File: src/rtl/dac_link_pkg.sv
// dac_link_pkg: shared constants and FSM encoding for the dual-channel serial DAC link
//   FRAME_BITS_DEF / DATA_W   : frame length and payload width
//   CODE_A_DEF / CODE_B_DEF   : control nibbles selecting channel A / B
//   state_t, ST_*             : receiver FSM encoding
package dac_link_pkg;
  localparam int unsigned FRAME_BITS_DEF = 16;
  localparam int unsigned DATA_W = 12;
  localparam logic [3:0] CODE_A_DEF = 4'b1100;
  localparam logic [3:0] CODE_B_DEF = 4'b0100;
  typedef logic [1:0] state_t;
  localparam state_t ST_IDLE = 2'd0;
  localparam state_t ST_SHIFT = 2'd1;
  localparam state_t ST_CHECK = 2'd2;
endpackage

File: src/rtl/dac_frame_rx_if.sv
// dac_frame_rx_if: serial link inputs and decoded word outputs of dac_frame_rx
//   cs_i, dclock_i, data_i        : serial link (driven by master)
//   dataa, datab, valid_a/b       : decoded channel words and update pulses
//   frame_err                     : malformed-frame pulse
//   pair_valid, pair_x, pair_y    : X/Y pair outputs, present with DAC_FRAME_RX_PAIR_EN
interface dac_frame_rx_if;
  import dac_link_pkg::*;
  logic cs_i;
  logic dclock_i;
  logic data_i;
  logic [DATA_W-1:0] dataa;
  logic [DATA_W-1:0] datab;
  logic valid_a;
  logic valid_b;
  logic frame_err;
`ifdef DAC_FRAME_RX_PAIR_EN
  logic pair_valid;
  logic [DATA_W-1:0] pair_x;
  logic [DATA_W-1:0] pair_y;
  modport master (
    output cs_i, dclock_i, data_i,
    input dataa, datab, valid_a, valid_b, frame_err, pair_valid, pair_x, pair_y
  );
  modport slave (
    input cs_i, dclock_i, data_i,
    output dataa, datab, valid_a, valid_b, frame_err, pair_valid, pair_x, pair_y
  );
`else
  modport master (
    output cs_i, dclock_i, data_i,
    input dataa, datab, valid_a, valid_b, frame_err
  );
  modport slave (
    input cs_i, dclock_i, data_i,
    output dataa, datab, valid_a, valid_b, frame_err
  );
`endif
endinterface

File: src/rtl/sync_edge.sv
// sync_edge: 2-flop synchronizer with a history flop for rise/fall pulse detection
//   clk, reset : clock, async active-high reset
//   d          : asynchronous input
//   q          : synchronized level
//   rise, fall : one-clk pulses on synchronized edges
module sync_edge #(
  parameter logic RST_VAL = 1'b0
) (
  input  logic clk,
  input  logic reset,
  input  logic d,
  output logic q,
  output logic rise,
  output logic fall
);
  logic s1_q, s1_d, s2_q, s2_d, h_q, h_d;
  always_comb begin
    s1_d = d;
    s2_d = s1_q;
    h_d = s2_q;
  end
  always_ff @(posedge clk or posedge reset) begin
    if (reset) begin
      s1_q <= RST_VAL;
      s2_q <= RST_VAL;
      h_q <= RST_VAL;
    end else begin
      s1_q <= s1_d;
      s2_q <= s2_d;
      h_q <= h_d;
    end
  end
  assign q = s2_q;
  assign rise = s2_q & ~h_q;
  assign fall = ~s2_q & h_q;
endmodule

File: src/rtl/dac_frame_rx.sv
// dac_frame_rx: oversampling receiver that rebuilds 16-bit DAC link frames into channel A/B words
//   clk, reset : system clock, async active-high reset
//   link       : dac_frame_rx_if.slave (cs_i/dclock_i/data_i in; dataa/datab/valid_a/valid_b/frame_err out)
//   Optional DAC_FRAME_RX_PAIR_EN adds pair_valid/pair_x/pair_y to link.
module dac_frame_rx
  import dac_link_pkg::*;
#(
  parameter logic [3:0] CODE_A = CODE_A_DEF,
  parameter logic [3:0] CODE_B = CODE_B_DEF,
  parameter int unsigned FRAME_BITS = FRAME_BITS_DEF,
  parameter bit SAMPLE_FALL = 1'b1
) (
  input logic clk,
  input logic reset,
  dac_frame_rx_if.slave link
);
  localparam logic [4:0] FB = 5'(FRAME_BITS);
  logic cs_lvl, cs_rise, cs_fall;
  logic dclk_lvl, dclk_rise, dclk_fall;
  logic dat_lvl, dat_rise, dat_fall;
  logic unused_sync;
  logic bit_edge;
  sync_edge #(.RST_VAL(1'b1)) u_cs (
    .clk(clk), .reset(reset), .d(link.cs_i), .q(cs_lvl), .rise(cs_rise), .fall(cs_fall)
  );
  sync_edge #(.RST_VAL(1'b0)) u_dclk (
    .clk(clk), .reset(reset), .d(link.dclock_i), .q(dclk_lvl), .rise(dclk_rise), .fall(dclk_fall)
  );
  sync_edge #(.RST_VAL(1'b0)) u_data (
    .clk(clk), .reset(reset), .d(link.data_i), .q(dat_lvl), .rise(dat_rise), .fall(dat_fall)
  );
  assign unused_sync = ^{dclk_lvl, dat_rise, dat_fall};
  assign bit_edge = SAMPLE_FALL ? dclk_fall : dclk_rise;
  state_t state_q, state_d;
  logic [4:0] cnt_q, cnt_d;
  logic [FRAME_BITS-1:0] sh_q, sh_d;
  logic [DATA_W-1:0] dataa_q, dataa_d, datab_q, datab_d;
  logic valid_a_q, valid_a_d, valid_b_q, valid_b_d, frame_err_q, frame_err_d;
  logic [3:0] nib;
  logic chk, full;
  always_comb begin
    nib = sh_q[FRAME_BITS-1 -: 4];
    chk = state_q == ST_CHECK;
    full = cnt_q == FB;
    valid_a_d = chk & full & (nib == CODE_A);
    valid_b_d = chk & full & (nib == CODE_B) & ~valid_a_d;
    // an empty cs window (no bits) is dropped without an error
    frame_err_d = chk & (cnt_q != 5'd0) & ~valid_a_d & ~valid_b_d;
    dataa_d = valid_a_d ? sh_q[DATA_W-1:0] : dataa_q;
    datab_d = valid_b_d ? sh_q[DATA_W-1:0] : datab_q;
    state_d = state_q;
    cnt_d = cnt_q;
    sh_d = sh_q;
    case (state_q)
      ST_IDLE: begin
        state_d = cs_fall ? ST_SHIFT : ST_IDLE;
        cnt_d = '0;
        sh_d = '0;
      end
      ST_SHIFT: begin
        // a bit edge coinciding with the cs rise is still captured
        sh_d = bit_edge ? {sh_q[FRAME_BITS-2:0], dat_lvl} : sh_q;
        cnt_d = (bit_edge && cnt_q != 5'd31) ? cnt_q + 5'd1 : cnt_q;
        state_d = cs_rise ? ST_CHECK : ST_SHIFT;
      end
      ST_CHECK: begin
        state_d = cs_lvl ? ST_IDLE : ST_SHIFT;
        cnt_d = '0;
        sh_d = '0;
      end
      default: state_d = ST_IDLE;
    endcase
  end
  always_ff @(posedge clk or posedge reset) begin
    if (reset) begin
      state_q <= ST_IDLE;
      cnt_q <= '0;
      sh_q <= '0;
      dataa_q <= '0;
      datab_q <= '0;
      valid_a_q <= 1'b0;
      valid_b_q <= 1'b0;
      frame_err_q <= 1'b0;
    end else begin
      state_q <= state_d;
      cnt_q <= cnt_d;
      sh_q <= sh_d;
      dataa_q <= dataa_d;
      datab_q <= datab_d;
      valid_a_q <= valid_a_d;
      valid_b_q <= valid_b_d;
      frame_err_q <= frame_err_d;
    end
  end
  assign link.dataa = dataa_q;
  assign link.datab = datab_q;
  assign link.valid_a = valid_a_q;
  assign link.valid_b = valid_b_q;
  assign link.frame_err = frame_err_q;
`ifdef DAC_FRAME_RX_PAIR_EN
  logic pend_b_q, pend_b_d, pair_valid_q, pair_valid_d;
  logic [DATA_W-1:0] pair_x_q, pair_x_d, pair_y_q, pair_y_d;
  // channel B arrives first and is X; the following channel A word closes the pair as Y
  always_comb begin
    pair_valid_d = valid_a_q & pend_b_q;
    pair_x_d = pair_valid_d ? datab_q : pair_x_q;
    pair_y_d = pair_valid_d ? dataa_q : pair_y_q;
    pend_b_d = frame_err_q ? 1'b0 : valid_b_q ? 1'b1 : pair_valid_d ? 1'b0 : pend_b_q;
  end
  always_ff @(posedge clk or posedge reset) begin
    if (reset) begin
      pend_b_q <= 1'b0;
      pair_valid_q <= 1'b0;
      pair_x_q <= '0;
      pair_y_q <= '0;
    end else begin
      pend_b_q <= pend_b_d;
      pair_valid_q <= pair_valid_d;
      pair_x_q <= pair_x_d;
      pair_y_q <= pair_y_d;
    end
  end
  assign link.pair_valid = pair_valid_q;
  assign link.pair_x = pair_x_q;
  assign link.pair_y = pair_y_q;
`endif
endmodule

File: src/flat_wrapper.sv
// flat-port wrapper written by rule: the top's interface ports become plain ports
module dac_frame_rx_flat import dac_link_pkg::*;
#(
  parameter logic [3:0] CODE_A = CODE_A_DEF,
  parameter logic [3:0] CODE_B = CODE_B_DEF,
  parameter int unsigned FRAME_BITS = FRAME_BITS_DEF,
  parameter bit SAMPLE_FALL = 1'b1
)
  (clk, reset, link_cs_i, link_dclock_i, link_data_i, link_dataa, link_datab, link_valid_a, link_valid_b, link_frame_err);
  dac_frame_rx_if link_i ();
  input logic clk;
  input logic reset;
  input wire logic [$bits(link_i.cs_i)-1:0] link_cs_i;
  input wire logic [$bits(link_i.dclock_i)-1:0] link_dclock_i;
  input wire logic [$bits(link_i.data_i)-1:0] link_data_i;
  output wire logic [$bits(link_i.dataa)-1:0] link_dataa;
  output wire logic [$bits(link_i.datab)-1:0] link_datab;
  output wire logic [$bits(link_i.valid_a)-1:0] link_valid_a;
  output wire logic [$bits(link_i.valid_b)-1:0] link_valid_b;
  output wire logic [$bits(link_i.frame_err)-1:0] link_frame_err;
  assign link_i.cs_i = link_cs_i;
  assign link_i.dclock_i = link_dclock_i;
  assign link_i.data_i = link_data_i;
  assign link_dataa = link_i.dataa;
  assign link_datab = link_i.datab;
  assign link_valid_a = link_i.valid_a;
  assign link_valid_b = link_i.valid_b;
  assign link_frame_err = link_i.frame_err;
  dac_frame_rx #(.CODE_A(CODE_A), .CODE_B(CODE_B), .FRAME_BITS(FRAME_BITS), .SAMPLE_FALL(SAMPLE_FALL)) u_core (.clk(clk), .reset(reset), .link(link_i));
endmodule
File: config.mk
export PLATFORM = sky130hd
export DESIGN_NAME = dac_frame_rx_flat
export DESIGN_NICKNAME = d
export VERILOG_FILES = /design/src/rtl/dac_link_pkg.sv /design/src/rtl/dac_frame_rx_if.sv /design/src/rtl/sync_edge.sv /design/src/rtl/dac_frame_rx.sv /design/src/flat_wrapper.sv
export SDC_FILE = /design/constraint.sdc
export NUM_CORES = 1
export LEC_CHECK = 0
export ABC_AREA = 0
export CAP_MARGIN = 20
export CORE_MARGIN = 8
export CORE_UTILIZATION = 58
export CTS_CLUSTER_SIZE = 8
export DETAILED_ROUTE_END_ITERATION = 10
export GPL_TIMING_DRIVEN = 0
export HOLD_SLACK_MARGIN = 0.06
export PLACE_DENSITY = 0.84
export REMOVE_ABC_BUFFERS = 1
export SLEW_MARGIN = 20
export SYNTH_ARGS = -nofsm -noshare
export SYNTH_HDL_FRONTEND = slang
export SYNTH_HIERARCHICAL = 1
export SYNTH_SLANG_ARGS = --single-unit
export TNS_END_PERCENT = 30
File: constraint.sdc
create_clock -name clk -period 3.55 [get_ports clk]
set_input_delay 0.71 -clock clk [delete_from_list [all_inputs] [get_ports clk]]
set_output_delay 0.71 -clock clk [all_outputs]
set_load 0.03 [all_outputs]
==> After elaboration in Yosys (flattened, before gate mapping) <==
Index checks and enable logic that the tools add are counted.
{ "word_totals": {"reg_bits": 58, "out_inout_bits": 27, "elab_cells": 55} }
{ "op_classes": {"addsub": 1, "eq_ne": 8, "muxes": 8, "bitwise_logic": 15, "reduce_logical": 7} }
{ "op_table": {"columns": ["operator", "count"], "rows": [
  ["one-hot mux 16 bit (2 select lines)", 1],
  ["two-way mux 16 bit", 1],
  ["AND 1 bit", 10],
  ["one-hot mux 5 bit (2 select lines)", 1],
  ["one-hot mux 2 bit (3 select lines)", 1],
  ["adder 5 x 1 -> 5 bit, second input constant", 1],
  ["== test 5 bit, second input constant", 1],
  ["two-way mux 5 bit", 1],
  ["inequality test 5 bit, second input constant", 1],
  ["inverter 1 bit", 5],
  ["nonzero test 5 bit", 1],
  ["== test 4 x 3 -> 1 bit, second input constant", 1],
  ["== test 4 bit, second input constant", 1],
  ["inequality test 2 x 1 -> 1 bit, second input constant", 2],
  ["AND reduction 2 bit", 2],
  ["== test 2 x 1 -> 1 bit, second input constant", 1],
  ["== test 2 bit, second input constant", 1],
  ["logical NOT 2 bit", 1],
  ["two-way mux 1 bit", 2],
  ["two-way mux 2 bit", 1],
  ["nonzero test 2 bit", 1],
  ["OR reduction 2 bit", 1],
  ["logical AND 1 bit", 1]
]} }

==> Depth between registers and ports, before layout <==
{ "logic_depth": {"word_depth": 7, "mapped_depth": 7, "depth_no_buf": 6} }

==> Modules after synthesis <==
Netlist, hierarchy kept.
{ "by_module_without_submodules": {"columns": ["module", "instances", "cells_per_inst", "area_each_um2"], "rows": [
  ["dac_frame_rx", 1, 170, 2105.8],
  ["sync_edge at u_core.u_data ...", 2, 6, 93.8],
  ["sync_edge at u_core.u_cs", 1, 6, 97.6]
]} }

==> Worst setup path before layout <==
No wires, ideal clock.
{ "synth_timing": {"kind": "reg2reg", "start": "register u_core.cnt_q[0]", "end": "register u_core.cnt_q[3]", "arrival_ns": 1.626, "required_ns": 3.427, "path_slack_ns": 1.801, "path_stages_with_launch": 8, "n_path_buf": 1, "path_cell_list": "dfrtp_1 > ha_1 > and3_1 > ha_1 > nor4bb_1 > clkbuf_1 > nand4_1 > mux2i_1"} }
{ "synth_between": {"elab_chain_cells": 4} }
{ "synth_lines": {"columns": ["element", "line_no", "text"], "rows": [
  ["start: declaration", "dac_frame_rx.sv:35", "logic [4:0] cnt_q, cnt_d;"],
  ["start signal: assignment", "dac_frame_rx.sv:86", "cnt_q <= cnt_d;"],
  ["parallel branches: the longest is 4 deep, another holds adder 5 x 1 -> 5 bit", null, null]
]} }
Parallel ways; which one is timed is not known. The select of a mux whose other input is x is not followed.
A chain may end at the register's enable or synchronous reset.

==> Final worst setup path <==
Ends and elaborated chain as after synthesis.

==> impl_metrics.yaml <==
route:
  wl_per_cell_um: 15.76
  vias: 1431
  route.detailed.drc: 0
  first_pass_iters: 4
  ant_nets: 0
  routed_wl_um: 4288
  via_per_inst: 5.261
  drtIter0Drc: 100
sta:
  fin_crit_sh_pct: 66.19
  rsz0062_at_grt: "false"
  tightestPinTransition_ps: 1051
  final.setup.tns_ps: 0
  fmax_mhz: 425.6
  hold_violations: 0
  final-max-slew-violation-count: 0
  setup_viol: 0
  slew_headroom_pct: 29.01
  skew_ps: 7.271
  post-route-min-period_ps: 2350
final_layout:
  fill_cells: 227
  seq_area_um2: 1455
  fin_area_um2: 2929
  final_util_pct: 74.29
  antenna_cells: 0
  syn_to_final_growth_pct: 24.92
  drive_above_1_share_pct: 22.97
  fin_nets: 225
  fin_cells: 272
  multiInputGateArea_um2: 798.3
global_routing:
  busiest_layer: "met2"
  grt_max_degree: 33
  antenna_found_initial: 0
  grtUsageTotal_pct: 14.79
  overflow: 0
  grt_util_met3_pct: 5.405
  grt.met1_usage_pct: 15.90
  met2_usage_pct: 24.12
  grt_pass1_vias: 1541
  grt_pass1_wl_um: 7093
job:
  maxCapViolations: 0
clocking:
  root_buffer: "clkbuf_8"
  insertion_delay_ps: 340
  cts_sinks: 58
  path_clk_slew_ps: 60
  cts_tree: "yes"
  cts_resized: 0
  htreeDepth: 3
  postCtsSetupRepairBufs: 0
  clk_path_buf_depth: 2
  cts_hold_buf: 0
  cts_made_buffers: 9
placement:
  port_buffers: 31
  place_inst: 256
  gp_congestion: 0.7343
  dp_hpwl_um: 2956
  dpl_cell_area_um2: 2691
floorplanning:
  die_w_um: 79.58
  num_io_pins: 32
  coreArea_um2: 3943
  die_area_um2: 6333
  die_h_um: 79.58
  rows: 23
  start_util_pct: 59.47
power:
  power_switching_mw: 0.3695
  cellLeakagePower_nw: 1.430
  p_comb_share_pct: 7.1
  irDropWorstVdd_v: 0.0003906
  p_sw_share_pct: 23.73
  p_per_area_nw_per_um2: 531.5
  total_power_mw: 1.557
  internal_power_mw: 1.187
  p_clk_share_pct: 45.1
  pwr-share-seq_pct: 47.8
setup_path:
  cp_slowest_cell: "nor4bb_1"
  critPathTopFamily: "simple AND/OR/NAND/NOR gates"
  cp_max_fo: 5
  path_cells: "ha_1 > and3_1 > ha_1 > nor4bb_1 > nand4_1 > mux2i_1"
  crit_type: "reg -> reg"
  crit_top_cell: "ha_1"
  worstPathRequired_ps: 3770
  end_kind: "flop"
  max_stage_delay_ps: 880
  critical_path.startpoint_type: "flop"
  cp_num_buf_inv: 0
  crit_arrival_ps: 2570
min_path:
  hp-class: "reg -> reg"
outcome:
  outcome: "finished, final reports clean"
yosys:
  netlist_instances: 184
  avgSynthCellArea_um2: 12.74
  yosysWarningCount: 6
  syn-cell-area_um2: 2345
==> final timing paths <==
kind                                    startpoint  slack [ps]  cells past startpoint            endpoint
worst max-delay path               u_core/cnt_q[0]        1200                      6     u_core/cnt_q[3]
worst min-delay path            u_core/u_data/s1_q         350                      0     u_core/u_data/q
worst max register to register     u_core/cnt_q[0]        1200                      6     u_core/cnt_q[3]
worst min register to register  u_core/u_data/s1_q         350                      0     u_core/u_data/q
max in group asynchronous                    reset        2230                      3      u_core/sh_q[0]
min in group asynchronous                    reset         630                      2  u_core/u_data/s1_q
==> state kept, by name, indices dropped and copies added, names as in the netlist, 2 cells and up <==
name / count
u_core/cnt_q: 5
u_core/state_q: 2
u_core/sh_q: 16
u_core/link.dataa: 12
u_core/link.datab: 12
==> metal layers <==
metal / up-vias / wire length [µm] / part of all wire [%]
met3: 11 / 295 / 6.9
li1: 675 / - / -
met2: 44 / 2169 / 51
met5: - / 0 / 0
met1: 701 / 1746 / 41
met4: 0 / 76 / 1.8
==> worst reg2reg max path: cells and delay by family, from the launching register on <==
kind | cells | cell delay (ps)
adder cells (fa/ha/maj) | 2 | 390
flip-flops | 1 | 400
multiplexers | 1 | 170
AND/OR/NAND/NOR | 3 | 1290
==> layout by cell type, fill, tap and decap left out <==
cell / count
and2_1: 1
and2b_2: 2
and3_1: 1
and3b_1: 3
and4b_1: 1
and4bb_1: 1
buf_16: 1
bufinv_16: 2
clkbuf_8: 12
clkdlybuf4s50_1: 31
clkinv_2: 1
clkinvlp_4: 1
dfrtp_1: 55
dfstp_2: 3
ha_1: 3
inv_1: 9
inv_2: 1
mux2_2: 14
mux2_4: 10
mux2i_1: 5
nand2_1: 35
nand2b_1: 1
nand3_2: 2
nand4_1: 1
nor2b_1: 3
nor3b_2: 2
nor4bb_1: 1
o21a_1: 1
o21ai_0: 18
xnor2_1: 1
==> final cells by class <==
class	count	area share [%]
Clock buffer	12	5.639
Sequential cell	58	49.68
Tap cell	50	2.136
Timing Repair Buffer	32	11.53
Clock inverter	4	2.478
Multi-Input combinational cell	106	27.25
Inverter	10	1.282
==> power groups by stage <==
stage / Clock [mW] / Sequential (mW) / Combinational, mW
after floorplan: 0 / 0.739 / 0.0814
after global placement: 0 / 0.753 / 0.100
after detailed placement: 0 / 0.755 / 0.111
after CTS: 0.718 / 0.744 / 0.111
after global routing: 0.748 / 0.752 / 0.123
final: 0.702 / 0.744 / 0.110
==> per-stage QoR <==
stage	hold slack [ps]	worst slack (ps)
2_1_floorplan	331.2	1494
3_3_place_gp	335.4	735.6
3_5_place_dp	341.6	1188
4_1_cts	356.3	1180
5_1_grt	363.6	1032
6_report	352.6	1200
Note: power is estimated with default switching activity, not from simulation.
